### src/rtl/multi_ctrl_pkg.sv
// multi_ctrl shared types: state encodings, opcode/funct and mux selects.
// MULTI_CTRL_ADDI_EN enables the addi path (IMMEX/IMMWB states).
package multi_ctrl_pkg;

  typedef enum logic [3:0] {
    S_RESET  = 4'd0,
    S_FETCH  = 4'd1,
    S_DECODE = 4'd2,
    S_MEMADR = 4'd3,
    S_MEMRD  = 4'd4,
    S_MEMWB  = 4'd5,
    S_MEMWR  = 4'd6,
    S_EXEC   = 4'd7,
    S_RWB    = 4'd8,
    S_BRANCH = 4'd9,
    S_JUMP   = 4'd10,
    S_IMMEX  = 4'd11,
    S_IMMWB  = 4'd12
  } state_t;

  localparam logic [5:0] OP_RTYPE = 6'h00;
  localparam logic [5:0] OP_J     = 6'h02;
  localparam logic [5:0] OP_BEQ   = 6'h04;
  localparam logic [5:0] OP_ADDI  = 6'h08;
  localparam logic [5:0] OP_LW    = 6'h23;
  localparam logic [5:0] OP_SW    = 6'h2B;

  localparam logic [5:0] FN_ADD = 6'h20;
  localparam logic [5:0] FN_SUB = 6'h22;
  localparam logic [5:0] FN_AND = 6'h24;
  localparam logic [5:0] FN_NOR = 6'h27;

  localparam logic [1:0] ALU_ADD = 2'b00;
  localparam logic [1:0] ALU_SUB = 2'b01;
  localparam logic [1:0] ALU_AND = 2'b11;
  localparam logic [1:0] ALU_NOR = 2'b10;

  localparam logic [1:0] SRCB_B      = 2'b00;
  localparam logic [1:0] SRCB_FOUR   = 2'b01;
  localparam logic [1:0] SRCB_IMM    = 2'b10;
  localparam logic [1:0] SRCB_IMM_SH = 2'b11;

  localparam logic [1:0] PC_ALU    = 2'b00;
  localparam logic [1:0] PC_ALUOUT = 2'b01;
  localparam logic [1:0] PC_JUMP   = 2'b10;

endpackage

### src/rtl/multi_ctrl_if.sv
// Control bus between multi_ctrl (master) and the MultiCPU datapath (slave).
// Instruction fields and status flow in, enables and mux selects flow out.
interface multi_ctrl_if;
  import multi_ctrl_pkg::*;

  logic [5:0] op;
  logic [5:0] funct;
  logic       zero;
  logic       mem_ready;
  logic       pc_we;
  logic [1:0] pc_src;
  logic       iord;
  logic       mem_rd;
  logic       mem_wr;
  logic       ir_we;
  logic       reg_we;
  logic       reg_dst;
  logic       mem_to_reg;
  logic       alu_src_a;
  logic [1:0] alu_src_b;
  logic [1:0] alu_ctl;
  logic [3:0] state;
  logic       illegal;

  modport master (
    input  op, funct, zero, mem_ready,
    output pc_we, pc_src, iord, mem_rd, mem_wr,
    output ir_we, reg_we, reg_dst, mem_to_reg,
    output alu_src_a, alu_src_b, alu_ctl,
    output state, illegal
  );

  modport slave (
    output op, funct, zero, mem_ready,
    input  pc_we, pc_src, iord, mem_rd, mem_wr,
    input  ir_we, reg_we, reg_dst, mem_to_reg,
    input  alu_src_a, alu_src_b, alu_ctl,
    input  state, illegal
  );

endinterface

### src/rtl/multi_ctrl_alu_dec.sv
// R-type funct decoder: ALU operation plus a flag for supported functs.
// Shared by EXEC (operation) and DECODE (legality).
module alu_dec
  import multi_ctrl_pkg::*;
(
  input  logic [5:0] funct,
  output logic [1:0] alu_ctl,
  output logic       valid
);

  always_comb begin
    alu_ctl = ALU_ADD;
    valid   = 1'b0;
    unique case (1'b1)
      (funct == FN_ADD): begin
        alu_ctl = ALU_ADD;
        valid   = 1'b1;
      end
      (funct == FN_SUB): begin
        alu_ctl = ALU_SUB;
        valid   = 1'b1;
      end
      (funct == FN_AND): begin
        alu_ctl = ALU_AND;
        valid   = 1'b1;
      end
      (funct == FN_NOR): begin
        alu_ctl = ALU_NOR;
        valid   = 1'b1;
      end
      default: ;
    endcase
  end

endmodule

### src/rtl/multi_ctrl.sv
// Multicycle Moore control unit for the MultiCPU datapath.
// Define MULTI_CTRL_ADDI_EN to build the addi (op 0x08) path.
module multi_ctrl
  import multi_ctrl_pkg::*;
#(
  parameter int ADDR_W = 32
) (
  input logic          clk,
  input logic          rst_n,
  multi_ctrl_if.master bus
);

  if (ADDR_W < 6) begin : g_w_chk
    $error("multi_ctrl: ADDR_W too small");
  end

  state_t     state_q;
  state_t     state_d;
  logic [1:0] fn_ctl;
  logic       fn_ok;
  logic       legal;

  alu_dec u_alu_dec (
    .funct   (bus.funct),
    .alu_ctl (fn_ctl),
    .valid   (fn_ok)
  );

  always_comb begin
    legal = 1'b0;
    case (bus.op)
      OP_RTYPE: legal = fn_ok;
      OP_LW,
      OP_SW,
      OP_BEQ,
      OP_J:     legal = 1'b1;
`ifdef MULTI_CTRL_ADDI_EN
      OP_ADDI:  legal = 1'b1;
`endif
      default:  legal = 1'b0;
    endcase
  end

  always_ff @(posedge clk or negedge rst_n) begin
    if (!rst_n) state_q <= S_RESET;
    else        state_q <= state_d;
  end

  always_comb begin
    state_d = state_q;
    unique case (state_q)
      S_RESET: state_d = S_FETCH;
      S_FETCH: if (bus.mem_ready) state_d = S_DECODE;
      S_DECODE: begin
        state_d = S_FETCH;
        if (legal) begin
          case (bus.op)
            OP_LW,
            OP_SW:    state_d = S_MEMADR;
            OP_RTYPE: state_d = S_EXEC;
            OP_BEQ:   state_d = S_BRANCH;
            OP_J:     state_d = S_JUMP;
`ifdef MULTI_CTRL_ADDI_EN
            OP_ADDI:  state_d = S_IMMEX;
`endif
            default:  state_d = S_FETCH;
          endcase
        end
      end
      S_MEMADR:
        state_d = (bus.op == OP_LW) ? S_MEMRD : S_MEMWR;
      S_MEMRD: if (bus.mem_ready) state_d = S_MEMWB;
      S_MEMWB: state_d = S_FETCH;
      S_MEMWR: if (bus.mem_ready) state_d = S_FETCH;
      S_EXEC:   state_d = S_RWB;
      S_RWB:    state_d = S_FETCH;
      S_BRANCH: state_d = S_FETCH;
      S_JUMP:   state_d = S_FETCH;
`ifdef MULTI_CTRL_ADDI_EN
      S_IMMEX:  state_d = S_IMMWB;
      S_IMMWB:  state_d = S_FETCH;
`endif
      default:  state_d = S_FETCH;
    endcase
  end

  assign bus.state = state_q;

  always_comb begin
    bus.pc_we      = 1'b0;
    bus.pc_src     = PC_ALU;
    bus.iord       = 1'b0;
    bus.mem_rd     = 1'b0;
    bus.mem_wr     = 1'b0;
    bus.ir_we      = 1'b0;
    bus.reg_we     = 1'b0;
    bus.reg_dst    = 1'b0;
    bus.mem_to_reg = 1'b0;
    bus.alu_src_a  = 1'b0;
    bus.alu_src_b  = SRCB_B;
    bus.alu_ctl    = ALU_ADD;
    bus.illegal    = 1'b0;
    unique case (state_q)
      S_FETCH: begin
        bus.mem_rd    = 1'b1;
        bus.alu_src_b = SRCB_FOUR;
        bus.alu_ctl   = ALU_ADD;
        bus.pc_src    = PC_ALU;
        bus.ir_we     = bus.mem_ready;
        bus.pc_we     = bus.mem_ready;
      end
      // branch target computed speculatively into ALUOut
      S_DECODE: begin
        bus.alu_src_b = SRCB_IMM_SH;
        bus.alu_ctl   = ALU_ADD;
        bus.illegal   = !legal;
      end
      S_MEMADR: begin
        bus.alu_src_a = 1'b1;
        bus.alu_src_b = SRCB_IMM;
        bus.alu_ctl   = ALU_ADD;
      end
      S_MEMRD: begin
        bus.iord   = 1'b1;
        bus.mem_rd = 1'b1;
      end
      S_MEMWB: begin
        bus.reg_we     = 1'b1;
        bus.mem_to_reg = 1'b1;
        bus.reg_dst    = 1'b0;
      end
      S_MEMWR: begin
        bus.iord   = 1'b1;
        bus.mem_wr = 1'b1;
      end
      S_EXEC: begin
        bus.alu_src_a = 1'b1;
        bus.alu_src_b = SRCB_B;
        bus.alu_ctl   = fn_ctl;
      end
      S_RWB: begin
        bus.reg_we  = 1'b1;
        bus.reg_dst = 1'b1;
      end
      S_BRANCH: begin
        bus.alu_src_a = 1'b1;
        bus.alu_src_b = SRCB_B;
        bus.alu_ctl   = ALU_SUB;
        bus.pc_src    = PC_ALUOUT;
        bus.pc_we     = bus.zero;
      end
      S_JUMP: begin
        bus.pc_src = PC_JUMP;
        bus.pc_we  = 1'b1;
      end
`ifdef MULTI_CTRL_ADDI_EN
      S_IMMEX: begin
        bus.alu_src_a = 1'b1;
        bus.alu_src_b = SRCB_IMM;
        bus.alu_ctl   = ALU_ADD;
      end
      S_IMMWB: begin
        bus.reg_we  = 1'b1;
        bus.reg_dst = 1'b0;
      end
`endif
      default: ;
    endcase
  end

endmodule

### src/flat_wrapper.sv
// flat-port wrapper written by rule: the top's interface ports become plain ports
module multi_ctrl_flat import multi_ctrl_pkg::*;
#(
  parameter int ADDR_W = 32
)
  (clk, rst_n, bus_op, bus_funct, bus_zero, bus_mem_ready, bus_pc_we, bus_pc_src, bus_iord, bus_mem_rd, bus_mem_wr, bus_ir_we, bus_reg_we, bus_reg_dst, bus_mem_to_reg, bus_alu_src_a, bus_alu_src_b, bus_alu_ctl, bus_state, bus_illegal);
  multi_ctrl_if bus_i ();
  input logic clk;
  input logic rst_n;
  input wire logic [$bits(bus_i.op)-1:0] bus_op;
  input wire logic [$bits(bus_i.funct)-1:0] bus_funct;
  input wire logic [$bits(bus_i.zero)-1:0] bus_zero;
  input wire logic [$bits(bus_i.mem_ready)-1:0] bus_mem_ready;
  output wire logic [$bits(bus_i.pc_we)-1:0] bus_pc_we;
  output wire logic [$bits(bus_i.pc_src)-1:0] bus_pc_src;
  output wire logic [$bits(bus_i.iord)-1:0] bus_iord;
  output wire logic [$bits(bus_i.mem_rd)-1:0] bus_mem_rd;
  output wire logic [$bits(bus_i.mem_wr)-1:0] bus_mem_wr;
  output wire logic [$bits(bus_i.ir_we)-1:0] bus_ir_we;
  output wire logic [$bits(bus_i.reg_we)-1:0] bus_reg_we;
  output wire logic [$bits(bus_i.reg_dst)-1:0] bus_reg_dst;
  output wire logic [$bits(bus_i.mem_to_reg)-1:0] bus_mem_to_reg;
  output wire logic [$bits(bus_i.alu_src_a)-1:0] bus_alu_src_a;
  output wire logic [$bits(bus_i.alu_src_b)-1:0] bus_alu_src_b;
  output wire logic [$bits(bus_i.alu_ctl)-1:0] bus_alu_ctl;
  output wire logic [$bits(bus_i.state)-1:0] bus_state;
  output wire logic [$bits(bus_i.illegal)-1:0] bus_illegal;
  assign bus_i.op = bus_op;
  assign bus_i.funct = bus_funct;
  assign bus_i.zero = bus_zero;
  assign bus_i.mem_ready = bus_mem_ready;
  assign bus_pc_we = bus_i.pc_we;
  assign bus_pc_src = bus_i.pc_src;
  assign bus_iord = bus_i.iord;
  assign bus_mem_rd = bus_i.mem_rd;
  assign bus_mem_wr = bus_i.mem_wr;
  assign bus_ir_we = bus_i.ir_we;
  assign bus_reg_we = bus_i.reg_we;
  assign bus_reg_dst = bus_i.reg_dst;
  assign bus_mem_to_reg = bus_i.mem_to_reg;
  assign bus_alu_src_a = bus_i.alu_src_a;
  assign bus_alu_src_b = bus_i.alu_src_b;
  assign bus_alu_ctl = bus_i.alu_ctl;
  assign bus_state = bus_i.state;
  assign bus_illegal = bus_i.illegal;
  multi_ctrl #(.ADDR_W(ADDR_W)) u_core (.clk(clk), .rst_n(rst_n), .bus(bus_i));
endmodule
### config.mk
export PLATFORM = sky130hd
export DESIGN_NAME = multi_ctrl_flat
export DESIGN_NICKNAME = d
export VERILOG_FILES = /design/src/rtl/multi_ctrl_pkg.sv /design/src/rtl/multi_ctrl_if.sv /design/src/rtl/multi_ctrl_alu_dec.sv /design/src/rtl/multi_ctrl.sv /design/src/flat_wrapper.sv
export SDC_FILE = /design/constraint.sdc
export NUM_CORES = 1
export LEC_CHECK = 0
export BUFFER_PORTS_ARGS = -buffer_cell sky130_fd_sc_hd__buf_2
export CAP_MARGIN = 20
export CORE_AREA = 3 3 42 44
export CTS_CLUSTER_DIAMETER = 150
export CTS_CLUSTER_SIZE = 16
export DETAILED_ROUTE_END_ITERATION = 8
export DIE_AREA = 0 0 45 47
export GPL_ROUTABILITY_DRIVEN = 0
export PLACE_DENSITY = 0.75
export SLEW_MARGIN = 30
export SYNTH_ARGS = -nofsm -noshare
export SYNTH_HDL_FRONTEND = slang
export SYNTH_SLANG_ARGS = --single-unit
### constraint.sdc
create_clock -name clk -period 1.7 [get_ports clk]
set_input_delay 0.17 -clock clk [delete_from_list [all_inputs] [get_ports clk]]
set_output_delay 0.17 -clock clk [all_outputs]
set_load 0.02 [all_outputs]
==> summary.txt <==
Setup path
  – Crit-path max FO: 7
  – Flop-to-flop setup slack: 0.18 ns
  – Reg-to-Reg End: u_core.bus.state[1]
  – Critical Path AT: 1.47 ns
  – Worst R2R Start: u_core.bus.state[2]
  – Crit start category: flip-flop
  – Critical Path RT: 1.53 ns
  – Critical path endpoint category: primary output
  – WS Path Type: reg2out
  – Reg2reg path depth: 6

Timing
  – Final hold slack: 0.252 ns
  – Least-Margin Pin Slew: 0.381 ns
  – Skew final: 0.00251 ns
  – Fmax: 610 MHz
  – Slew Limit Fails: 0
  – Post-route setup slack: 0.0605 ns
  – Final Cycle Share: 96.4%
  – Finish-stage setup viols: 0
  – RSZ-0062 raised after global routing: yes
  – Final hold violation count: 0
  – Final min period: 1.64 ns
  – Slew HR: 73.9%

Global route
  – Largest net degree at the start of global routing: 15
  – Remaining global-route overflow: 0
  – Met3 Use GR: 2.30%
  – Initial antenna violation count: 0
  – First-pass GRT wire length: 2510 microns
  – Grt peak-use layer: met2
  – Vias in the first global route: 617
  – GR Util met2: 27.1%
  – Gr usage total: 15.6%
  – Met1 GRT Util: 20.4%

Min path
  – Hold Path Depth: 4
  – Hold wc startpoint: bus_funct[4]
  – Min-Delay Path Class: in2reg
  – Hold EP: u_core.bus.state[1]

Finish
  – Post-route cell area: 905 sq um
  – Synthesis-to-layout area growth: 51.6%
  – Share of cells above drive strength 1: 51.7%
  – Commonest non-fill, non-tap cell in the layout: buf_2
  – Net count, final: 138
  – # diodes: 0
  – Most frequent cells in the layout: 33 x buf_2, 11 x buf_4, 9 x nor2_1
  – Post-Layout Cell Count: 136
  – Largest register FFs: 4

Floorplan
  – Die height: 47 microns
  – Die area: 2120 sq um
  – Die Wd: 45 microns
  – # IOs: 36
  – Placeable Area: 1470 sq um
  – Row count: 14
  – Starting Density: 40.6%

Placed design
  – Hpwl dp: 1290 microns
  – Pre-CTS setup slack: 0.176 ns
  – Inst Count DP: 128
  – Placed cell areas: 830 sq um
  – IO Port Bufs: 35

Yosys
  – Seq cells post-synth: 4
  – Register area share after synthesis: 16.8%
  – Netlist cell types: 45
  – Ranking of synthesized cells by area: dfrtp_1 17%, nor2_1 6.3%, xnor2_1 5.9%, nand2b_1 4.2%, nor4b_4 4.0%
  – Ys async rst share: 100%
  – Post-synth top flop: dfrtp_1
  – Top cell type's share of synthesized area: 16.8%
  – Cell Area, Synth: 597 sq um
  – Synth area leader: dfrtp_1
  – Synth Instances: 75
  – Number of synthesized flops with an enable pin: 0
  – Synth Warn #: 0
  – Syn_nets: 91
  – Syn avg cell area: 7.96 sq um

Route
  – Detailed Routing Iterations Pass 1: 4
  – ANT nets after route: 0
  – DR iter-0 viols: 10
  – Via-to-Cell Ratio: 5.35
  – Vias: 727
  – Final wirelength: 1590 microns
  – WL/cell: 11.7 microns
  – DRC: 0

Power and ir drop
  – Maximum resistive drop on vdd: 0.699 mV
  – Pwr/cell area: 1480 nW/um^2
  – Leak Pwr: 0.451 nW

Job
  – Max Cap Viol: 0

Clock network
  – Clock buffer depth: 2
  – CTS sink count: 4
  – Clock-pin slew on the worst setup and hold paths: 0.03 ns
  – CTS tree: built
  – Num CTS Buffers: 3
  – H-tree levels: 1
  – Clk Latency, worst-skew pair: 0.23 ns
  – CTS root buf: clkbuf_4

Outcome
  – Outcome: complete, no violations
[critical path, stage by stage, from the launching register on]
cell and delay [ns]:
dfrtp_2 0.43, buf_4 0.16, nor4b_4 0.32, o31a_1 0.20
buf_6 0.12
[synth_stat cells (all sizes together) (2+ instances only)]
master	instances
o21a	3
nand2b	6
buf	4
nand3	2
dfrtp	4
nor3	5
a21oi	2
a211oi	2
nand2	3
inv	2
nor2	11
nor4b	2
o21ai	3
xnor2	4
[power breakdown]
part	switching, mW	internal, mW	total, mW
clock network	0.0375	0.0789	0.116
registers	0.0402	0.133	0.173
logic	0.599	0.451	1.05
[repair_timing]
action,4_1_cts,5_1_grt
hold endpoints to repair,4,0
hold buffers,1,0
buffers inserted,0,4
setup endpoints to repair,0,3
gates resized for setup,0,5
[cells by family after synthesis]
kind of cell    synth area share [%]
xor+xnor                        7.34
compound gates                  25.4
flops                           16.8
simple gates                    44.0
buf+inv                         6.50
[metal layers]
metal  wire (microns)  share of wire (%)
met1              719                 45
met2              800                 50
met3               73                4.6
met4                0                  0
met5                0                  0
[final cells by class]
| class | instances | area (sq um) |
|---|---|---|
| Multi-Input combinational cell | 65 | 484 |
| Sequential cell | 4 | 101 |
| Inverter | 2 | 7.51 |
| Tap cell | 16 | 20.0 |
| Clock buffer | 3 | 22.5 |
| Fill cell | 142 | 567 |
| Timing Repair Buffer | 46 | 269 |
[worst max-delay path by stage]
stage	to	cells after the start	slack (ns)	from
2_1_floorplan	bus_pc_we	4	0.006	u_core.bus.state[2]
3_3_place_gp	bus_illegal	6	0.22	bus_op[0]
3_5_place_dp	bus_illegal	6	0.18	bus_op[0]
4_1_cts	bus_alu_ctl[0]	5	0.02	u_core.bus.state[2]
5_1_grt	bus_alu_ctl[0]	5	-0.02	u_core.bus.state[3]
6_report	bus_illegal	4	0.06	u_core.bus.state[2]
[stage by stage]
stage          power [mW]  utilization (%)  setup TNS (ns)
2_1_floorplan       0.884                -               0
3_3_place_gp         1.16             56.4               0
4_1_cts              1.29             58.6               0
5_1_grt              1.45             61.5         -0.0393
6_report             1.34             61.5               0
3_5_place_dp         1.17             56.4               0
(Power assumes the default switching activity.)
